**config.mk**
```make
export PLATFORM = sky130hd
export DESIGN_NAME = rsa_encrypt_flat
export DESIGN_NICKNAME = d
export VERILOG_FILES = /design/src/rtl/rsa_encrypt_if.sv /design/src/rtl/rsa_encrypt.sv /design/src/flat_wrapper.sv
export SDC_FILE = /design/constraint.sdc
export NUM_CORES = 2
export LEC_CHECK = 0
export ABC_CLOCK_PERIOD_IN_PS = 12800
export BUFFER_PORTS_ARGS = -buffer_cell sky130_fd_sc_hd__buf_2
export CELL_PAD_IN_SITES_DETAIL_PLACEMENT = 1
export CELL_PAD_IN_SITES_GLOBAL_PLACEMENT = 2
export CORE_MARGIN = 2
export CORE_UTILIZATION = 34
export CTS_CLUSTER_DIAMETER = 40
export DETAILED_ROUTE_END_ITERATION = 12
export GPL_ROUTABILITY_DRIVEN = 0
export PLACE_DENSITY_LB_ADDON = 0.1
export SYNTH_ARGS = -nofsm -noshare
export SYNTH_HDL_FRONTEND = slang
export SYNTH_SLANG_ARGS = --single-unit
export TNS_END_PERCENT = 100
```
**constraint.sdc**
```tcl
create_clock -name clk -period 12.8 [get_ports clk]
set_clock_uncertainty 0.15 [all_clocks]
set_input_delay 1.28 -clock clk [delete_from_list [all_inputs] [get_ports clk]]
set_output_delay 1.28 -clock clk [all_outputs]
set_load 0.005 [all_outputs]
```
**src/rtl/rsa_encrypt_if.sv**
```systemverilog
// rsa_encrypt_if: start/done handshake and operand bus for rsa_encrypt.
//   start      request, sampled only while the block is idle
//   m, e, n    plaintext, public exponent and modulus, latched on accept
//   busy       high while an operation is in progress
//   done       one-cycle pulse when c/err are updated
//   err        operand error flag, valid with done, held until next done
//   c          ciphertext, valid with done, held until next done
interface rsa_encrypt_if #(
    parameter int WIDTH = 128
);
    logic             start;
    logic [WIDTH-1:0] m;
    logic [WIDTH-1:0] e;
    logic [WIDTH-1:0] n;
    logic             busy;
    logic             done;
    logic             err;
    logic [WIDTH-1:0] c;

    modport master (output start, m, e, n, input busy, done, err, c);
    modport slave  (input start, m, e, n, output busy, done, err, c);
endinterface

```
**src/rtl/rsa_encrypt.sv**
```systemverilog
// rsa_encrypt: computes c = m^e mod n by right-to-left square-and-multiply.
// Every modular product goes through a bit-serial interleaved multiplier
// (one bit of the left operand per cycle, WIDTH cycles per product).
// Ports:
//   clk    system clock, rising edge
//   rst_n  asynchronous active-low reset, aborts any operation silently
//   bus    rsa_encrypt_if slave modport (start/m/e/n in, busy/done/err/c out)
//
// state   | meaning
// --------+-----------------------------------------------------------
// S_IDLE  | waiting for start; latches operands on accept
// S_CHECK | operand validation, early exit for errors and e == 0
// S_BIT   | inspects the current exponent LSB
// S_MUL   | R <= R * base mod n (WIDTH cycles)
// S_SHIFT | drops the consumed exponent bit, finishes when e is used up
// S_SQR   | base <= base * base mod n (WIDTH cycles)
// S_DONE  | one-cycle done pulse
module rsa_encrypt #(
    parameter int WIDTH = 128
) (
    input  logic          clk,
    input  logic          rst_n,
    rsa_encrypt_if.slave  bus
);
    localparam int CW = $clog2(WIDTH);

    typedef enum logic [2:0] {
        S_IDLE, S_CHECK, S_BIT, S_MUL, S_SHIFT, S_SQR, S_DONE
    } state_t;

    state_t state, state_nx;

    logic [WIDTH-1:0] base_r, e_r, n_r, r_r, c_r;
    logic             err_r;
    logic [WIDTH+1:0] acc;
    logic [CW-1:0]    cnt;

    logic             mm_last;
    logic             op_bad;
    logic             e_last;
    logic [CW-1:0]    bit_idx;
    logic [WIDTH-1:0] a_op;
    logic             a_bit;
    logic [WIDTH+1:0] nx, sum, sub1, sub2;

    assign mm_last = (cnt == CW'(WIDTH-1));
    assign op_bad  = (n_r < WIDTH'(2)) || (base_r >= n_r);
    assign e_last  = (e_r[WIDTH-1:1] == '0);

    // Interleaved modular multiply step. acc < n on entry, so 2*acc + b < 3n
    // fits in WIDTH+2 bits and two conditional subtractions restore acc < n.
    // Both products use base as the right operand; only the left one differs.
    assign bit_idx = CW'(WIDTH-1) - cnt;
    assign a_op    = (state == S_SQR) ? base_r : r_r;
    assign a_bit   = a_op[bit_idx];
    assign nx      = {2'b00, n_r};
    assign sum     = (acc << 1) + (a_bit ? {2'b00, base_r} : '0);
    assign sub1    = (sum  >= nx) ? sum  - nx : sum;
    assign sub2    = (sub1 >= nx) ? sub1 - nx : sub1;

    always_ff @(posedge clk or negedge rst_n) begin
        if (!rst_n) state <= S_IDLE;
        else        state <= state_nx;
    end

    always_comb begin
        state_nx = state;
        case (state)
            S_IDLE:  if (bus.start) state_nx = S_CHECK;
            S_CHECK: begin
                if (op_bad || e_r == '0) state_nx = S_DONE;
                else                     state_nx = S_BIT;
            end
            S_BIT:   state_nx = e_r[0] ? S_MUL : S_SHIFT;
            S_MUL:   if (mm_last) state_nx = S_SHIFT;
            S_SHIFT: state_nx = e_last ? S_DONE : S_SQR;
            S_SQR:   if (mm_last) state_nx = S_BIT;
            S_DONE:  state_nx = S_IDLE;
            default: state_nx = S_IDLE;
        endcase
    end

    always_ff @(posedge clk or negedge rst_n) begin
        if (!rst_n) begin
            base_r <= '0;
            e_r    <= '0;
            n_r    <= '0;
            r_r    <= '0;
            c_r    <= '0;
            err_r  <= 1'b0;
            acc    <= '0;
            cnt    <= '0;
        end else begin
            case (state)
                S_IDLE: begin
                    if (bus.start) begin
                        base_r <= bus.m;
                        e_r    <= bus.e;
                        n_r    <= bus.n;
                        r_r    <= WIDTH'(1);
                        acc    <= '0;
                        cnt    <= '0;
                    end
                end
                S_CHECK: begin
                    if (op_bad) begin
                        err_r <= 1'b1;
                        c_r   <= '0;
                    end else if (e_r == '0) begin
                        err_r <= 1'b0;
                        c_r   <= WIDTH'(1);
                    end
                end
                S_MUL, S_SQR: begin
                    if (mm_last) begin
                        if (state == S_MUL) r_r    <= sub2[WIDTH-1:0];
                        else                base_r <= sub2[WIDTH-1:0];
                        acc <= '0;
                        cnt <= '0;
                    end else begin
                        acc <= sub2;
                        cnt <= cnt + 1'b1;
                    end
                end
                S_SHIFT: begin
                    e_r <= e_r >> 1;
                    if (e_last) begin
                        c_r   <= r_r;
                        err_r <= 1'b0;
                    end
                end
                default: ;
            endcase
        end
    end

    assign bus.busy = (state != S_IDLE);
    assign bus.done = (state == S_DONE);
    assign bus.err  = err_r;
    assign bus.c    = c_r;
endmodule

```
**src/flat_wrapper.sv**
```systemverilog
// flat-port wrapper written by rule: the top's interface ports become plain ports
module rsa_encrypt_flat 
#(
    parameter int WIDTH = 128
)
  (clk, rst_n, bus_start, bus_m, bus_e, bus_n, bus_busy, bus_done, bus_err, bus_c);
  rsa_encrypt_if #(.WIDTH(WIDTH)) bus_i ();
  input  logic clk;
  input  logic rst_n;
  input wire logic [$bits(bus_i.start)-1:0] bus_start;
  input wire logic [$bits(bus_i.m)-1:0] bus_m;
  input wire logic [$bits(bus_i.e)-1:0] bus_e;
  input wire logic [$bits(bus_i.n)-1:0] bus_n;
  output wire logic [$bits(bus_i.busy)-1:0] bus_busy;
  output wire logic [$bits(bus_i.done)-1:0] bus_done;
  output wire logic [$bits(bus_i.err)-1:0] bus_err;
  output wire logic [$bits(bus_i.c)-1:0] bus_c;
  assign bus_i.start = bus_start;
  assign bus_i.m = bus_m;
  assign bus_i.e = bus_e;
  assign bus_i.n = bus_n;
  assign bus_busy = bus_i.busy;
  assign bus_done = bus_i.done;
  assign bus_err = bus_i.err;
  assign bus_c = bus_i.c;
  rsa_encrypt #(.WIDTH(WIDTH)) u_core (.clk(clk), .rst_n(rst_n), .bus(bus_i));
endmodule
```
# [After elaboration in Yosys (flattened, before gate mapping)]
# Cells that the tools add are included.
[classes] n_mul=0 div_mod_pow=0 n_bitwise=0 n_mux=37 addsub=5 reduce_logical=17 eq_ne=15 n_lt_le_gt_ge=5 shifts=0
[ops] operator="$mux W128" count=12
[ops] operator="$pmux W128 S2" count=4
[ops] operator="$mux W129" count=3
[ops] operator="$ge A130 B128 Y1" count=2
[ops] operator="$pmux W129 S2" count=1
[ops] operator="$add A130 B128 Y130" count=1
[ops] operator="$mux W130" count=1
[ops] operator="$sub A130 B128 Y130" count=1
[ops] operator="$sub A129 B128 Y129" count=1
[ops] operator="$ge A128 B128 Y1" count=1
[ops] operator="$logic_not A128 Y1" count=1
[ops] operator="$lt A128 B2 Y1 const B" count=1
[ops] operator="$logic_not A127 Y1" count=1
[ops] operator="$pmux W3 S6" count=1
[ops] operator="$mux W3" count=5
[ops] operator="$mux W7" count=2
[ops] operator="$pmux W7 S2" count=1
[ops] operator="$ne A2 B1 Y1 const B" count=5
[ops] operator="$eq A3 B3 Y1 const B" count=3
[ops] operator="$lt A7 B8 Y1 const B" count=1
[ops] operator="$reduce_and A4 Y1" count=2
[ops] operator="$add A7 B1 Y7 const B" count=1
[ops] operator="$bmux W1 S7" count=1
[ops] operator="$eq A7 B7 Y1 const B" count=1
[ops] operator="15 further kinds" count=26
[word_totals] romBits=0 mem_bits_rw=0 output_inout_bits=131 register_bits=780 n_memories=0 word_cells=88 inputBits=387 latchBits=0

# [Depth between registers and ports, before layout]
[depth] word_depth=13 mapped_depth=65 ltp_nobuf=52

# [Least setup slack after synthesis]
# No wires, ideal clock.
[synth_timing] path_kind="register -> register" start="register u_core.state[0]" end="register u_core.base_r[95]" required_time_ps=12525 synth_period_minus_slack_ps=12634 stages_incl_launch_ff=61 arrival_time_ps=12360 slack_ps=166 setup_time_ps=125 path_buffers=13 cell_sequence="dfrtp_1 clkbuf_1 nand3b_1 buf_2 buf_2 mux4_2 mux4_2 mux2i_1 nor2_1 a2111oi_0 nor4_1 clkbuf_1 clkbuf_1 and2_1 ha_1 buf_2 nand4_1 or3_1 (+25 left out) ha_1 buf_2 nand4_1 nor3_1 o211ai_2 a2111oi_4 a2111oi_2 o221ai_2 a31oi_2 o41ai_4 a41o_1 nor2_1 o2111ai_2 buf_6 buf_6 mux2i_1 o21ai_1 mux2_2"
[synth_between] elab_chain_cells=13 elab_cells_between_ends=23 classes_between="3 x add/sub; 2 x order compare; 5 x eq/ne; 9 x mux; 4 x reduce/logical"
[synth_lines] element="start, declared" line_no="rsa_encrypt.sv:31" text="state_t state, state_nx;"
[synth_lines] element="start signal, assigned" line_no="rsa_encrypt.sv:63" text="else state <= state_nx;"
[synth_lines] element="$eq A3 B3 Y1" line_no="rsa_encrypt.sv:54, rsa_encrypt.sv:94"
[synth_lines] element="$mux W128" line_no="rsa_encrypt.sv:54" text="assign a_op = (state == S_SQR) ? base_r : r_r;"
[synth_lines] element="$bmux W1 S7" line_no="rsa_encrypt.sv:55" text="assign a_bit = a_op[bit_idx];"
[synth_lines] element="$mux W1 (implied by the code)" line_no="rsa_encrypt.sv:55"
[synth_lines] element="$mux W128" line_no="rsa_encrypt.sv:57" text="assign sum = (acc << 1) + (a_bit ? {2'b00, base_r} : '0);"
[synth_lines] element="$add A130 B128 Y130" line_no="rsa_encrypt.sv:57"
[synth_lines] element="$sub A130 B128 Y130 / $ge A130 B128 Y1 (equally long branches)" line_no="rsa_encrypt.sv:58" text="assign sub1 = (sum >= nx) ? sum - nx : sum;"
[synth_lines] element="$mux W130" line_no="rsa_encrypt.sv:58"
[synth_lines] element="$sub A129 B128 Y129 / $ge A130 B128 Y1 (equally long branches)" line_no="rsa_encrypt.sv:59" text="assign sub2 = (sub1 >= nx) ? sub1 - nx : sub1;"
[synth_lines] element="$mux W129" line_no="rsa_encrypt.sv:59"
[synth_lines] element="$mux W128" line_no="rsa_encrypt.sv:116" text="if (state == S_MUL) r_r <= sub2[WIDTH-1:0];"
[synth_lines] element="$mux W128" line_no="rsa_encrypt.sv:115" text="if (mm_last) begin"
[synth_lines] element="$pmux W128 S2" line_no="rsa_encrypt.sv:94" text="case (state)"
[synth_lines] element="end signal, assigned" line_no="rsa_encrypt.sv:97" text="base_r <= bus.m;"
[synth_lines] element="end signal, assigned" line_no="rsa_encrypt.sv:117" text="else base_r <= sub2[WIDTH-1:0];"
[synth_lines] element="end, declared" line_no="rsa_encrypt.sv:33" text="logic [WIDTH-1:0] base_r, e_r, n_r, r_r, c_r;"
# Several ways; a longest one is shown, not always the timed one. The select of a mux whose other input is x is not followed.
# A chain may end at the register's enable or synchronous reset.

# [Worst setup path in the final report]
[layout_timing] start="register u_core.state[1]" end="register u_core.r_r[29]"
[layout_between] elab_chain_cells=13 elab_cells_between_ends=23 classes_between="3 x add/sub; 2 x order compare; 5 x eq/ne; 9 x mux; 4 x reduce/logical"
[layout_lines] element="$eq A3 B3 Y1" line_no="rsa_encrypt.sv:54, rsa_encrypt.sv:94"
[layout_lines] element="$mux W128" line_no="rsa_encrypt.sv:54"
[layout_lines] element="$bmux W1 S7" line_no="rsa_encrypt.sv:55"
[layout_lines] element="$mux W1 (implied by the code)" line_no="rsa_encrypt.sv:55"
[layout_lines] element="$mux W128" line_no="rsa_encrypt.sv:57"
[layout_lines] element="$add A130 B128 Y130" line_no="rsa_encrypt.sv:57"
[layout_lines] element="$sub A130 B128 Y130 / $ge A130 B128 Y1 (equally long branches)" line_no="rsa_encrypt.sv:58"
[layout_lines] element="$mux W130" line_no="rsa_encrypt.sv:58"
[layout_lines] element="$sub A129 B128 Y129 / $ge A130 B128 Y1 (equally long branches)" line_no="rsa_encrypt.sv:59"
[layout_lines] element="$mux W129" line_no="rsa_encrypt.sv:59"
[layout_lines] element="$mux W128" line_no="rsa_encrypt.sv:116"
[layout_lines] element="$mux W128" line_no="rsa_encrypt.sv:115"
[layout_lines] element="$pmux W128 S2" line_no="rsa_encrypt.sv:94"
[layout_lines] element="end signal, assigned" line_no="rsa_encrypt.sv:116"
[layout_lines] element="end, declared" line_no="rsa_encrypt.sv:33"
# Several ways; a longest one is shown, not always the timed one. The select of a mux whose other input is x is not followed.

==> flow_summary.ini <==
[setup_path]
cp-end-kind = register
critical_path_arrival_ps = 14550
critical_path.max_stage_delay_ps = 630
path_max_fanout = 36
worstPathRequired_ps = 13340
cpMostUsedCell = sky130_fd_sc_hd__buf_4
slowest_stage = sky130_fd_sc_hd__or4_4
critical_path_class = reg2reg
critical_path.startpoint_type = register

[cells_and_area]
layout.nets = 11700
area_growth_pct = 52.2
final_layout_size_suffix_gt1_frac = 0.385

[synthesis]
syn_avg_cell_area_um2 = 8.22
number_of_flops_mapped_to_enable_cells_by_yosys = 0
synth_seq_area_share = 0.302
syn-cell-area_um2 = 64700
synth_cell_type_count = 117
total_of_flip_flops_plus_latches_after_synthesis = 780
yosys_warnings = 0
synth_ff_type = sky130_fd_sc_hd__dfrtp_1
synthCells = 7873
synth_async_sr_flop_share = 1.00
syn_nets = 8775

[floorplan]
start_util = 0.341
fp.dieW_um = 440
floorplan.die_area_um2 = 194000
placeableCoreArea_um2 = 190000
floorplan.rows = 160
die_height_um = 440
pin_count = 518

[grt]
via_count_of_the_first_global_routing_pass = 81000
grt_start_max_net_pins = 178
grt_antenna_before_repair = 39
grt-ovfl-total = 0
global_routing_usage_summed_across_all_routing_layers = 0.388
grt_first_pass_wirelength_um = 550000

[clock_tree]
cts.reportedPaths.clkPinSlew_ps = 50
cts_tree = done
clkLatencyLatePin_ps = 870
cts_hold_buffers_added = 0
maximum_level_of_the_cts_h_tree = 4
cts-buffers-inserted = 156
cts_num_sinks = 780
clock_tree.root_cell = sky130_fd_sc_hd__clkbuf_16
max-clock-path-buffers = 3

[sta]
relSlewSlack = 0.138
max_slew.worst_pin.slew_ps = 1280
fin_crit_sh = 1.09
unrepaired_setup_endpoints_after_global_routing = true
fmax_ghz = 0.0714
slew_viol_final = 0
hold_viol_final = 0
worst_hold_slack_ps = 300
timing.final.ws_setup_ps = -1210
report.final.setup_viol = 385
finalCriticalPeriod_ps = 14010

[routing]
routed_wl_um = 390000
routed_via_density = 5.81
vias = 78300
drt_iter0_markers = 7273
drc = 0
dr.pass1.iters = 8
drt.antenna.violating_nets = 0
avg_wl_per_cell_um = 29.0

[status]
status = complete, but fails checks
failed_checks = negative setup slack

[worst_hold_path]
holdCritPathClass = in2async

[placement]
post-place-ws_ps = -2520
placement.io_buffers = 517
place_hpwl_um = 314000

[flow_run]
cap_violations = 0
-- cell usage after synthesis (all sizes together) (55+ instances only) --
library cell / number / area (µm²)
clkbuf: 356 / 1340
a21oi: 875 / 4390
nand2b: 64 / 408
o22ai: 131 / 820
buf: 102 / 617
a21o: 186 / 1410
xor2: 140 / 1230
inv: 283 / 1060
and2: 148 / 927
mux2i: 55 / 551
nor3: 104 / 536
nor4: 100 / 677
nand2: 883 / 3320
dfrtp: 780 / 19500
ha: 512 / 6410
mux2: 176 / 1990
mux4: 81 / 1820
a22o: 216 / 1890
nand3: 80 / 400
o21bai: 95 / 713
o21a: 67 / 503
nor2: 729 / 2740
nand4: 217 / 1360
xnor2: 229 / 2010
o21ai: 700 / 3510
-- kinds of logic after synthesis --
| logic type | Yosys count | synth area share |
|---|---|---|
| muxes | 312 | 0.0675 |
| DFF | 780 | 0.302 |
| adders and majority gates | 515 | 0.100 |
| xor gates and xnor gates | 369 | 0.0500 |
| AOI/OAI and AO/OA | 2653 | 0.255 |
| and+or+nand+nor | 2502 | 0.179 |
| buffers and inverters | 742 | 0.0467 |
-- through the flow --
stage | util | cell area (µm²) | TNS [ps] | instances
after global placement | 0.467 | 88600 | -759030 | 13000
after CTS | 0.508 | 96300 | -331670 | 13400
after global routing | 0.519 | 98400 | -486540 | 13500
final | 0.519 | 98500 | -392990 | 13500
after detailed placement | 0.467 | 88600 | -855730 | 13000
after floorplan | - | 64700 | 0 | 7873
-- final timing paths --
path	start	end	slack (ps)	cells past startpoint
worst max-delay path	u_core.state[1]	u_core.r_r[29]	-1210	59
worst min-delay path	rst_n	u_core.n_r[34]	300	1
worst max register to register	u_core.state[1]	u_core.r_r[29]	-1210	59
worst min register to register	u_core.acc[98]	u_core.acc[98]	340	2
max in group asynchronous	rst_n	u_core.cnt[0]	8950	4
min in group clk	u_core.acc[98]	u_core.acc[98]	340	2
-- critical path: cells and delay by family (launching register included) --
family	cells	cell delay, ps
simple gates	22	4880
flops	1	380
fa+ha+maj	3	930
compound gates	9	1370
xor+xnor	1	330
buf+inv	19	3350
mux	5	2310
-- routing by layer --
layer,GRT usage,up-vias,part of all wire
li1,-,34700,-
met1,0.506,39400,0.41
met2,0.579,3332,0.42
met3,0.106,865,0.096
met4,0.213,42,0.068
met5,0,-,0.00070
-- flip-flops by register name (all words and copies together) (netlist names) --
signal / flops
u_core.r_r: 128
u_core.base_r: 128
u_core.e_r: 128
u_core.cnt: 7
u_core.bus.c: 128
u_core.acc: 129
u_core.n_r: 128
u_core.state: 3
u_core.bus.err: 1
-- timing repair --
item,in CTS,in global routing
resized for setup,265,336
gates cloned,11,5
setup buffers,53,69
endpoints found under the setup margin,385,385
pin swaps,52,78
-- placed cells by master (no fill, tap or decap), types with 223 or more instances in the layout --
| master | instances |
|---|---|
| sky130_fd_sc_hd__a21oi_1 | 818 |
| sky130_fd_sc_hd__buf_2 | 516 |
| sky130_fd_sc_hd__ha_1 | 463 |
| sky130_fd_sc_hd__xnor2_1 | 223 |
| sky130_fd_sc_hd__buf_4 | 2627 |
| sky130_fd_sc_hd__inv_1 | 279 |
| sky130_fd_sc_hd__o21ai_0 | 526 |
| sky130_fd_sc_hd__nor2_1 | 709 |
| sky130_fd_sc_hd__nand2_1 | 829 |
| sky130_fd_sc_hd__dfrtp_1 | 777 |
-- layout make-up --
| cell class | count | area (µm²) |
|---|---|---|
| Fill cell | 22400 | 91100 |
| Multi-Input combinational cell | 6351 | 44900 |
| Timing Repair Buffer | 3241 | 24100 |
| Sequential cell | 780 | 19500 |
| Clock buffer | 183 | 4230 |
| Tap cell | 2511 | 3140 |
| Clock inverter | 105 | 1430 |
| Inverter | 284 | 1070 |
| Antenna cell | 17 | 42.5 |
Power is not shown: default switching activity piles up to over one toggle a cycle in this logic, so the estimate is an artifact.
